File: config.mk
export PLATFORM = sky130hd
export DESIGN_NAME = tlc_conflict_monitor_flat
export DESIGN_NICKNAME = d
export VERILOG_FILES = /design/src/rtl/tlc_conflict_monitor_if.sv /design/src/rtl/tlc_conflict_monitor.sv /design/src/flat_wrapper.sv
export SDC_FILE = /design/constraint.sdc
export NUM_CORES = 1
export LEC_CHECK = 0
export BUFFER_PORTS_ARGS = -buffer_cell sky130_fd_sc_hd__buf_2
export CAP_MARGIN = 30
export CELL_PAD_IN_SITES_DETAIL_PLACEMENT = 1
export CELL_PAD_IN_SITES_GLOBAL_PLACEMENT = 2
export CORE_MARGIN = 5
export CORE_UTILIZATION = 30
export DETAILED_ROUTE_END_ITERATION = 8
export PLACE_DENSITY = 0.75
export SKIP_LAST_GASP = 1
export SLEW_MARGIN = 10
export SYNTH_ARGS = -nofsm -noshare
export SYNTH_HDL_FRONTEND = slang
export SYNTH_SLANG_ARGS = --single-unit
File: constraint.sdc
create_clock -name clkdiv -period 2.8 [get_ports clkdiv]
set_clock_uncertainty 0.2 [all_clocks]
set_input_delay 0.14 -clock clkdiv [delete_from_list [all_inputs] [get_ports clkdiv]]
set_output_delay 0.14 -clock clkdiv [all_outputs]
set_load 0.02 [all_outputs]
File: src/rtl/tlc_conflict_monitor_if.sv
// Lamp bus between the traffic light controller and the conflict monitor.
// master = controller side, slave = monitor side.
interface tlc_conflict_monitor_if;
    logic [3:0] R;
    logic [3:0] G;
    logic [3:0] O;
    logic       clr;
    logic [3:0] Ro;
    logic [3:0] Go;
    logic [3:0] Oo;
    logic       fault;
    logic [2:0] fault_code;
    logic [1:0] fault_side;

    modport master (
        output R, G, O, clr,
        input  Ro, Go, Oo, fault, fault_code, fault_side
    );

    modport slave (
        input  R, G, O, clr,
        output Ro, Go, Oo, fault, fault_code, fault_side
    );
endinterface

File: src/rtl/tlc_conflict_monitor.sv
// Lamp-side safety checker: latches the first illegal aspect and forces all-red.
// Optional macro FLASH_EN: red lamps flash with half-period FLASH_HALF in FAULT.
module tlc_conflict_monitor #(
    parameter int MIN_GREEN  = 5,
    parameter int MIN_AMBER  = 3,
    parameter int MIN_ALLRED = 4,
`ifdef FLASH_EN
    parameter int FLASH_HALF = 4,
`endif
    parameter int CW         = 8
) (
    input logic                   clkdiv,
    input logic                   rst,
    tlc_conflict_monitor_if.slave bus
);

    localparam logic [CW-1:0] MIN_G   = CW'(MIN_GREEN);
    localparam logic [CW-1:0] MIN_A   = CW'(MIN_AMBER);
    localparam logic [CW-1:0] MIN_R   = CW'(MIN_ALLRED);
    localparam logic [CW-1:0] ONE     = CW'(1);
    localparam logic [CW-1:0] CNT_MAX = '1;
    localparam logic [3:0]    ALL     = 4'hF;

    typedef enum logic [1:0] {
        RECOVER,
        MONITOR,
        FAULT
    } state_t;

    state_t        state;
    state_t        state_nxt;
    logic [CW-1:0] timer;
    logic [CW-1:0] cnt [4];
    logic [3:0]    pR;
    logic [3:0]    pG;
    logic [3:0]    pO;
    logic [3:0]    ro_q;
    logic [3:0]    go_q;
    logic [3:0]    oo_q;
    logic          fault_q;
    logic [2:0]    code_q;
    logic [1:0]    side_q;
    logic [2:0]    viol_code;
    logic [1:0]    viol_side;
    logic [3:0]    fault_ro;
    logic          all_red;
    logic          stay_mon;
    logic          enter_fault;

    logic [3:0] multi;
    logic [3:0] dark;
    logic [3:0] go_any;
    logic [3:0] conflict;
    logic [3:0] skip;
    logic [3:0] short_o;
    logic [3:0] short_g;
    logic [3:0] bad_ord;

    function automatic logic [1:0] low_side(input logic [3:0] v);
        low_side = 2'd0;
        for (int i = 3; i >= 0; i--) begin
            if (v[i]) low_side = 2'(i);
        end
    endfunction

    assign all_red = (bus.R == ALL) && (bus.G == 4'h0) && (bus.O == 4'h0);

    // pR/pG/pO are always a legal aspect here, so single-bit transition tests suffice.
    always_comb begin
        multi   = '0;
        dark    = '0;
        skip    = '0;
        short_o = '0;
        short_g = '0;
        bad_ord = '0;
        for (int i = 0; i < 4; i++) begin
            multi[i]   = (bus.R[i] & bus.G[i]) | (bus.R[i] & bus.O[i])
                       | (bus.G[i] & bus.O[i]);
            dark[i]    = ~(bus.R[i] | bus.G[i] | bus.O[i]);
            skip[i]    = pG[i] & bus.R[i];
            short_o[i] = pO[i] & ~bus.O[i] & (cnt[i] < MIN_A);
            short_g[i] = pG[i] & ~bus.G[i] & (cnt[i] < MIN_G);
            bad_ord[i] = (pR[i] & bus.O[i]) | (pO[i] & bus.G[i]);
        end
        go_any   = bus.G | bus.O;
        conflict = ($countones(go_any) > 1) ? go_any : 4'h0;
    end

    always_comb begin
        viol_code = 3'd0;
        viol_side = 2'd0;
        if (|multi) begin
            viol_code = 3'd1;
            viol_side = low_side(multi);
        end else if (|dark) begin
            viol_code = 3'd2;
            viol_side = low_side(dark);
        end else if (|conflict) begin
            viol_code = 3'd3;
            viol_side = low_side(conflict);
        end else if (|skip) begin
            viol_code = 3'd4;
            viol_side = low_side(skip);
        end else if (|short_o) begin
            viol_code = 3'd5;
            viol_side = low_side(short_o);
        end else if (|short_g) begin
            viol_code = 3'd6;
            viol_side = low_side(short_g);
        end else if (|bad_ord) begin
            viol_code = 3'd7;
            viol_side = low_side(bad_ord);
        end
    end

    always_comb begin
        state_nxt = state;
        unique case (state)
            RECOVER: if (timer == MIN_R) state_nxt = MONITOR;
            MONITOR: if (viol_code != 3'd0) state_nxt = FAULT;
            FAULT:   if (bus.clr) state_nxt = RECOVER;
            default: state_nxt = RECOVER;
        endcase
    end

    assign stay_mon    = (state == MONITOR) && (state_nxt == MONITOR);
    assign enter_fault = (state == MONITOR) && (state_nxt == FAULT);

`ifdef FLASH_EN
    localparam logic [CW-1:0] FH_LAST = CW'(FLASH_HALF - 1);

    logic [CW-1:0] flash_cnt;
    logic [CW-1:0] flash_cnt_nxt;
    logic          flash_on;
    logic          flash_on_nxt;

    // Outside FAULT the flash restarts so the first FAULT cycle is lit.
    always_comb begin
        flash_cnt_nxt = '0;
        flash_on_nxt  = 1'b1;
        if (state == FAULT) begin
            if (flash_cnt == FH_LAST) begin
                flash_on_nxt = ~flash_on;
            end else begin
                flash_cnt_nxt = flash_cnt + ONE;
                flash_on_nxt  = flash_on;
            end
        end
    end

    always_ff @(posedge clkdiv) begin
        if (rst) begin
            flash_cnt <= '0;
            flash_on  <= 1'b1;
        end else begin
            flash_cnt <= flash_cnt_nxt;
            flash_on  <= flash_on_nxt;
        end
    end

    assign fault_ro = flash_on_nxt ? ALL : 4'h0;
`else
    assign fault_ro = ALL;
`endif

    always_ff @(posedge clkdiv) begin
        if (rst) begin
            state   <= RECOVER;
            timer   <= '0;
            pR      <= ALL;
            pG      <= 4'h0;
            pO      <= 4'h0;
            ro_q    <= ALL;
            go_q    <= 4'h0;
            oo_q    <= 4'h0;
            fault_q <= 1'b0;
            code_q  <= 3'd0;
            side_q  <= 2'd0;
            for (int i = 0; i < 4; i++) cnt[i] <= ONE;
        end else begin
            state <= state_nxt;

            if ((state == RECOVER) && (state_nxt == RECOVER)) begin
                if (!all_red)
                    timer <= '0;
                else if (timer != CNT_MAX)
                    timer <= timer + ONE;
            end else begin
                timer <= '0;
            end

            // History restarts from all-red whenever monitoring (re)starts.
            if (stay_mon) begin
                pR <= bus.R;
                pG <= bus.G;
                pO <= bus.O;
                for (int i = 0; i < 4; i++) begin
                    if ({bus.R[i], bus.G[i], bus.O[i]} != {pR[i], pG[i], pO[i]})
                        cnt[i] <= ONE;
                    else if (cnt[i] != CNT_MAX)
                        cnt[i] <= cnt[i] + ONE;
                end
            end else begin
                pR <= ALL;
                pG <= 4'h0;
                pO <= 4'h0;
                for (int i = 0; i < 4; i++) cnt[i] <= ONE;
            end

            if (stay_mon) begin
                ro_q <= bus.R;
                go_q <= bus.G;
                oo_q <= bus.O;
            end else begin
                ro_q <= (state_nxt == FAULT) ? fault_ro : ALL;
                go_q <= 4'h0;
                oo_q <= 4'h0;
            end

            fault_q <= (state_nxt == FAULT);
            if (enter_fault) begin
                code_q <= viol_code;
                side_q <= viol_side;
            end else if (state_nxt != FAULT) begin
                code_q <= 3'd0;
                side_q <= 2'd0;
            end
        end
    end

    assign bus.Ro         = ro_q;
    assign bus.Go         = go_q;
    assign bus.Oo         = oo_q;
    assign bus.fault      = fault_q;
    assign bus.fault_code = code_q;
    assign bus.fault_side = side_q;

endmodule

File: src/flat_wrapper.sv
// flat-port wrapper written by rule: the top's interface ports become plain ports
module tlc_conflict_monitor_flat 
#(
    parameter int MIN_GREEN  = 5,
    parameter int MIN_AMBER  = 3,
    parameter int MIN_ALLRED = 4,

    parameter int CW         = 8
)
  (clkdiv, rst, bus_R, bus_G, bus_O, bus_clr, bus_Ro, bus_Go, bus_Oo, bus_fault, bus_fault_code, bus_fault_side);
  tlc_conflict_monitor_if bus_i ();
  input logic clkdiv;
  input logic rst;
  input wire logic [$bits(bus_i.R)-1:0] bus_R;
  input wire logic [$bits(bus_i.G)-1:0] bus_G;
  input wire logic [$bits(bus_i.O)-1:0] bus_O;
  input wire logic [$bits(bus_i.clr)-1:0] bus_clr;
  output wire logic [$bits(bus_i.Ro)-1:0] bus_Ro;
  output wire logic [$bits(bus_i.Go)-1:0] bus_Go;
  output wire logic [$bits(bus_i.Oo)-1:0] bus_Oo;
  output wire logic [$bits(bus_i.fault)-1:0] bus_fault;
  output wire logic [$bits(bus_i.fault_code)-1:0] bus_fault_code;
  output wire logic [$bits(bus_i.fault_side)-1:0] bus_fault_side;
  assign bus_i.R = bus_R;
  assign bus_i.G = bus_G;
  assign bus_i.O = bus_O;
  assign bus_i.clr = bus_clr;
  assign bus_Ro = bus_i.Ro;
  assign bus_Go = bus_i.Go;
  assign bus_Oo = bus_i.Oo;
  assign bus_fault = bus_i.fault;
  assign bus_fault_code = bus_i.fault_code;
  assign bus_fault_side = bus_i.fault_side;
  tlc_conflict_monitor #(.MIN_GREEN(MIN_GREEN), .MIN_AMBER(MIN_AMBER), .MIN_ALLRED(MIN_ALLRED), .CW(CW)) u_core (.clkdiv(clkdiv), .rst(rst), .bus(bus_i));
endmodule
==> metrics <==
most common cell after layout, fill and taps aside buf_4; Slowest-stage cell, CP or4_4; CTS H-tree lvls 3; #FFs+latches synth 60; CP max stage delay 0.56 ns; crit path DAT 2.79 ns; Diodes inserted 0; Layout Utilization 0.417; Post-Synth XOR/XNOR Area 0.0628; commonest non-fill, non-tap cells in the layout buf_4, nor2_1, dfxtp_1, buf_2; cells after synthesis 406; Avg Synthesized Cell Area 8.93 sq um; Layout area overhead 37.0%; antenna violations before repair 0; sequential group share of total power 0.389; largest net degree at the start of global routing 23; cell area after synthesis 0.00363 sq mm; maxcap violations 0; Synth Area in Simple Gates 0.331; synthesized net count 442; max_slew headroom 0.646; min-delay worst type primary input to flip-flop; mux cell area share after synthesis 0.00276; Leak Pwr 2.04 nW; Post-synth EDFFs 16; worst skew pair latency 0.34 ns; row count 40; asr flop ratio synth 0; DIE WIDTH 120 um; routed length per placed instance 16.7 um; Slew Limit Fails 0; vias in the first global route 3608; total number of vias 3416; Pwr Density 458 mW/mm^2; Least-Margin Pin Slew 0.531 ns; Fin. Hold Viols 1; CTS root buf clkbuf_16; total global routing overflow 0; sw frac 0.217; RSZ-0062 raised after global routing true; crit path capture type flip-flop; GR Util All Layers 0.160; critical path required time 2.82 ns; initial core utilization 0.304; Comb pwr share 0.081; die span in y 120 um; Worst-path clk slew 0.05 ns; predominant post-synthesis flop cell dfxtp_1; failing checks hold timing; IO Port Bufs 32; Ports 33; Worst VDD drop 0.000186 V; routability congestion estimate 0.900; drt first-iter violations 131; first-pass GRT wire length 18300 um; CTS tree done; fraction of layout cells with a size suffix above 1 0.306; Worst Path Max Fanout 8; Peak Freq 0.361 GHz; Placed Cells 635; Crit Path Class flip-flop to flip-flop; Synth Warn # 0; NetSw 0.000495 W; Longest Clk Path Bufs 2; vias per inst 5.10; post-route minimum period 2.77 ns; worst path cell trace ha_1, nor4b_1, nand3_1, nand4_1, or4_4, nor3b_4, buf_6, buf_4, nand4_4, nand2b_1; post-route antenna net violation count 0; Clock Sinks 60; hold_ws -0.0118 ns; adder and majority gate portion of the synthesized area 0.0832; final WL 11200 um; register area share after synthesis 0.375; Tcrit/Tclk final 0.988; largest family of logic cells by synthesized area simple AND/OR/NAND/NOR gates; clock share of power 0.530; status finished, violations left; Layout Nets 554; P_int 0.00178 W; core box area 0.0119 sq mm; TritonCTS buffer count 9; post-synthesis compound-gate area fraction 0.0987; Die ar. 0.0144 sq mm; post-DP HPWL 8580 um; drc violations 0; count of final setup violators 0; startpoint types flip-flop; Finished Layout Cells 670; DR pass1 iterations 4; Setup Total Neg Slack 0 ns; library cells used by synthesis 67
## path summary, 6_finish.rpt
path / start / to / slack, ns / cells after the start
setup / recovery: u_core.pO[0]$_SDFF_PP0_ / u_core.cnt[0][0]$_SDFFE_PP1P_ / 0.03 / 10
hold / removal: bus_G[1] / u_core.pG[1]$_SDFF_PP0_ / -0.01 / 4
setup reg to reg: u_core.pO[0]$_SDFF_PP0_ / u_core.cnt[0][0]$_SDFFE_PP1P_ / 0.03 / 10
hold reg to reg: u_core.bus.fault_code[2]$_SDFFE_PP0P_ / u_core.bus.fault_code[2]$_SDFFE_PP0P_ / 0.26 / 2
## what timing repair did
item / CTS / global route
endpoints found under the setup margin: 42 / 46
hold buffers: 8 / 0
setup buffers: 2 / 10
gates cloned: 0 / 0
hold endpoints to repair: 8 / 0
resized for setup: 1 / 18
pin swaps: 1 / 10
## stage by stage
stage	instance area [sq um]	power [W]	setup slack (ns)
2_1_floorplan	3660	0.00100	-0.164
3_3_place_gp	4390	0.00107	-0.125
3_5_place_dp	4390	0.00108	-0.263
4_1_cts	4820	0.00231	0.0382
5_1_grt	4970	0.00235	-0.0376
6_report	4970	0.00228	0.0324
## synth_stat cells (all sizes together), types with 2 or more instances
master	number	area, sq um
a22oi	3	22.5
ha	20	250
a22o	2	17.5
a21oi	12	60.1
nand2b	11	76.3
a21o	2	15.0
nand3b	2	15.0
o211ai	3	22.5
dfxtp	44	881
nor4b	8	85.1
or4	4	41.3
o31ai	2	15.0
nand3	25	130
a32oi	3	26.3
clkbuf	4	15.0
nor4	3	33.8
nor3b	3	33.8
a31oi	4	25.0
maj3	3	31.3
and4	2	17.5
o21bai	2	15.0
a211oi	2	20.0
buf	7	56.3
nand4	16	130
edfxtp	16	480
xnor2	14	123
o21ai	8	40.0
and2	3	18.8
inv	26	97.6
nor2	61	236
and3	13	81.3
nor3	22	141
xor2	12	105
nand2	26	105
## logic make-up (layout without fill, tap and decap cells)
family / count (synthesis) / in the layout
DFF: 60 / 60
muxes: 1 / 1
and+or+nand+nor: 206 / 206
xor gates and xnor gates: 26 / 26
buffers and inverters: 37 / 154
AOI/OAI and AO/OA: 52 / 52
adders and majority gates: 24 / 24
## per-layer routing
layer / GRT usage / share of wire / vias up / routed length (um)
met5: 0 / 0 / - / 0
met4: 0.0637 / 0.014 / 0 / 159
met3: 0.0259 / 0.039 / 12 / 432
met2: 0.268 / 0.49 / 57 / 5510
met1: 0.205 / 0.46 / 1663 / 5110
li1: - / - / 1684 / -
## power groups by stage
stage / combinational (W) / sequential (W) / clock [W]
2_1_floorplan: 0.0000956 / 0.000904 / 0
3_3_place_gp: 0.000168 / 0.000904 / 0
3_5_place_dp: 0.000174 / 0.000904 / 0
4_1_cts: 0.000184 / 0.000886 / 0.00124
5_1_grt: 0.000200 / 0.000885 / 0.00127
6_report: 0.000184 / 0.000886 / 0.00121
## critical path: cells and delay by family (launching register included)
kind	cells	cell delay [ns]
fa+ha+maj	1	0.21
buf+inv	2	0.29
flops	1	0.34
simple gates	7	1.60
## flip-flops by register name, summed over array words and instances, names as in the netlist
signal and flops:
u_core.pO 4, u_core.state 2, u_core.cnt 32, u_core.pR 4, u_core.pG 4, u_core.timer 8, u_core.bus.fault_code 3, u_core.bus.fault_side 2
u_core.bus.fault 1
## area by class of cell
| class | count | area (sq um) |
|---|---|---|
| tap | 147 | 184 |
| multi-input combinational | 309 | 2200 |
| clock inverter | 3 | 40.0 |
| clock buffer | 13 | 292 |
| fill | 1410 | 6950 |
| sequential | 60 | 1370 |
| timing repair buffer | 112 | 782 |
| inverter | 26 | 97.6 |
Note: power is estimated with default switching activity, not from simulation.
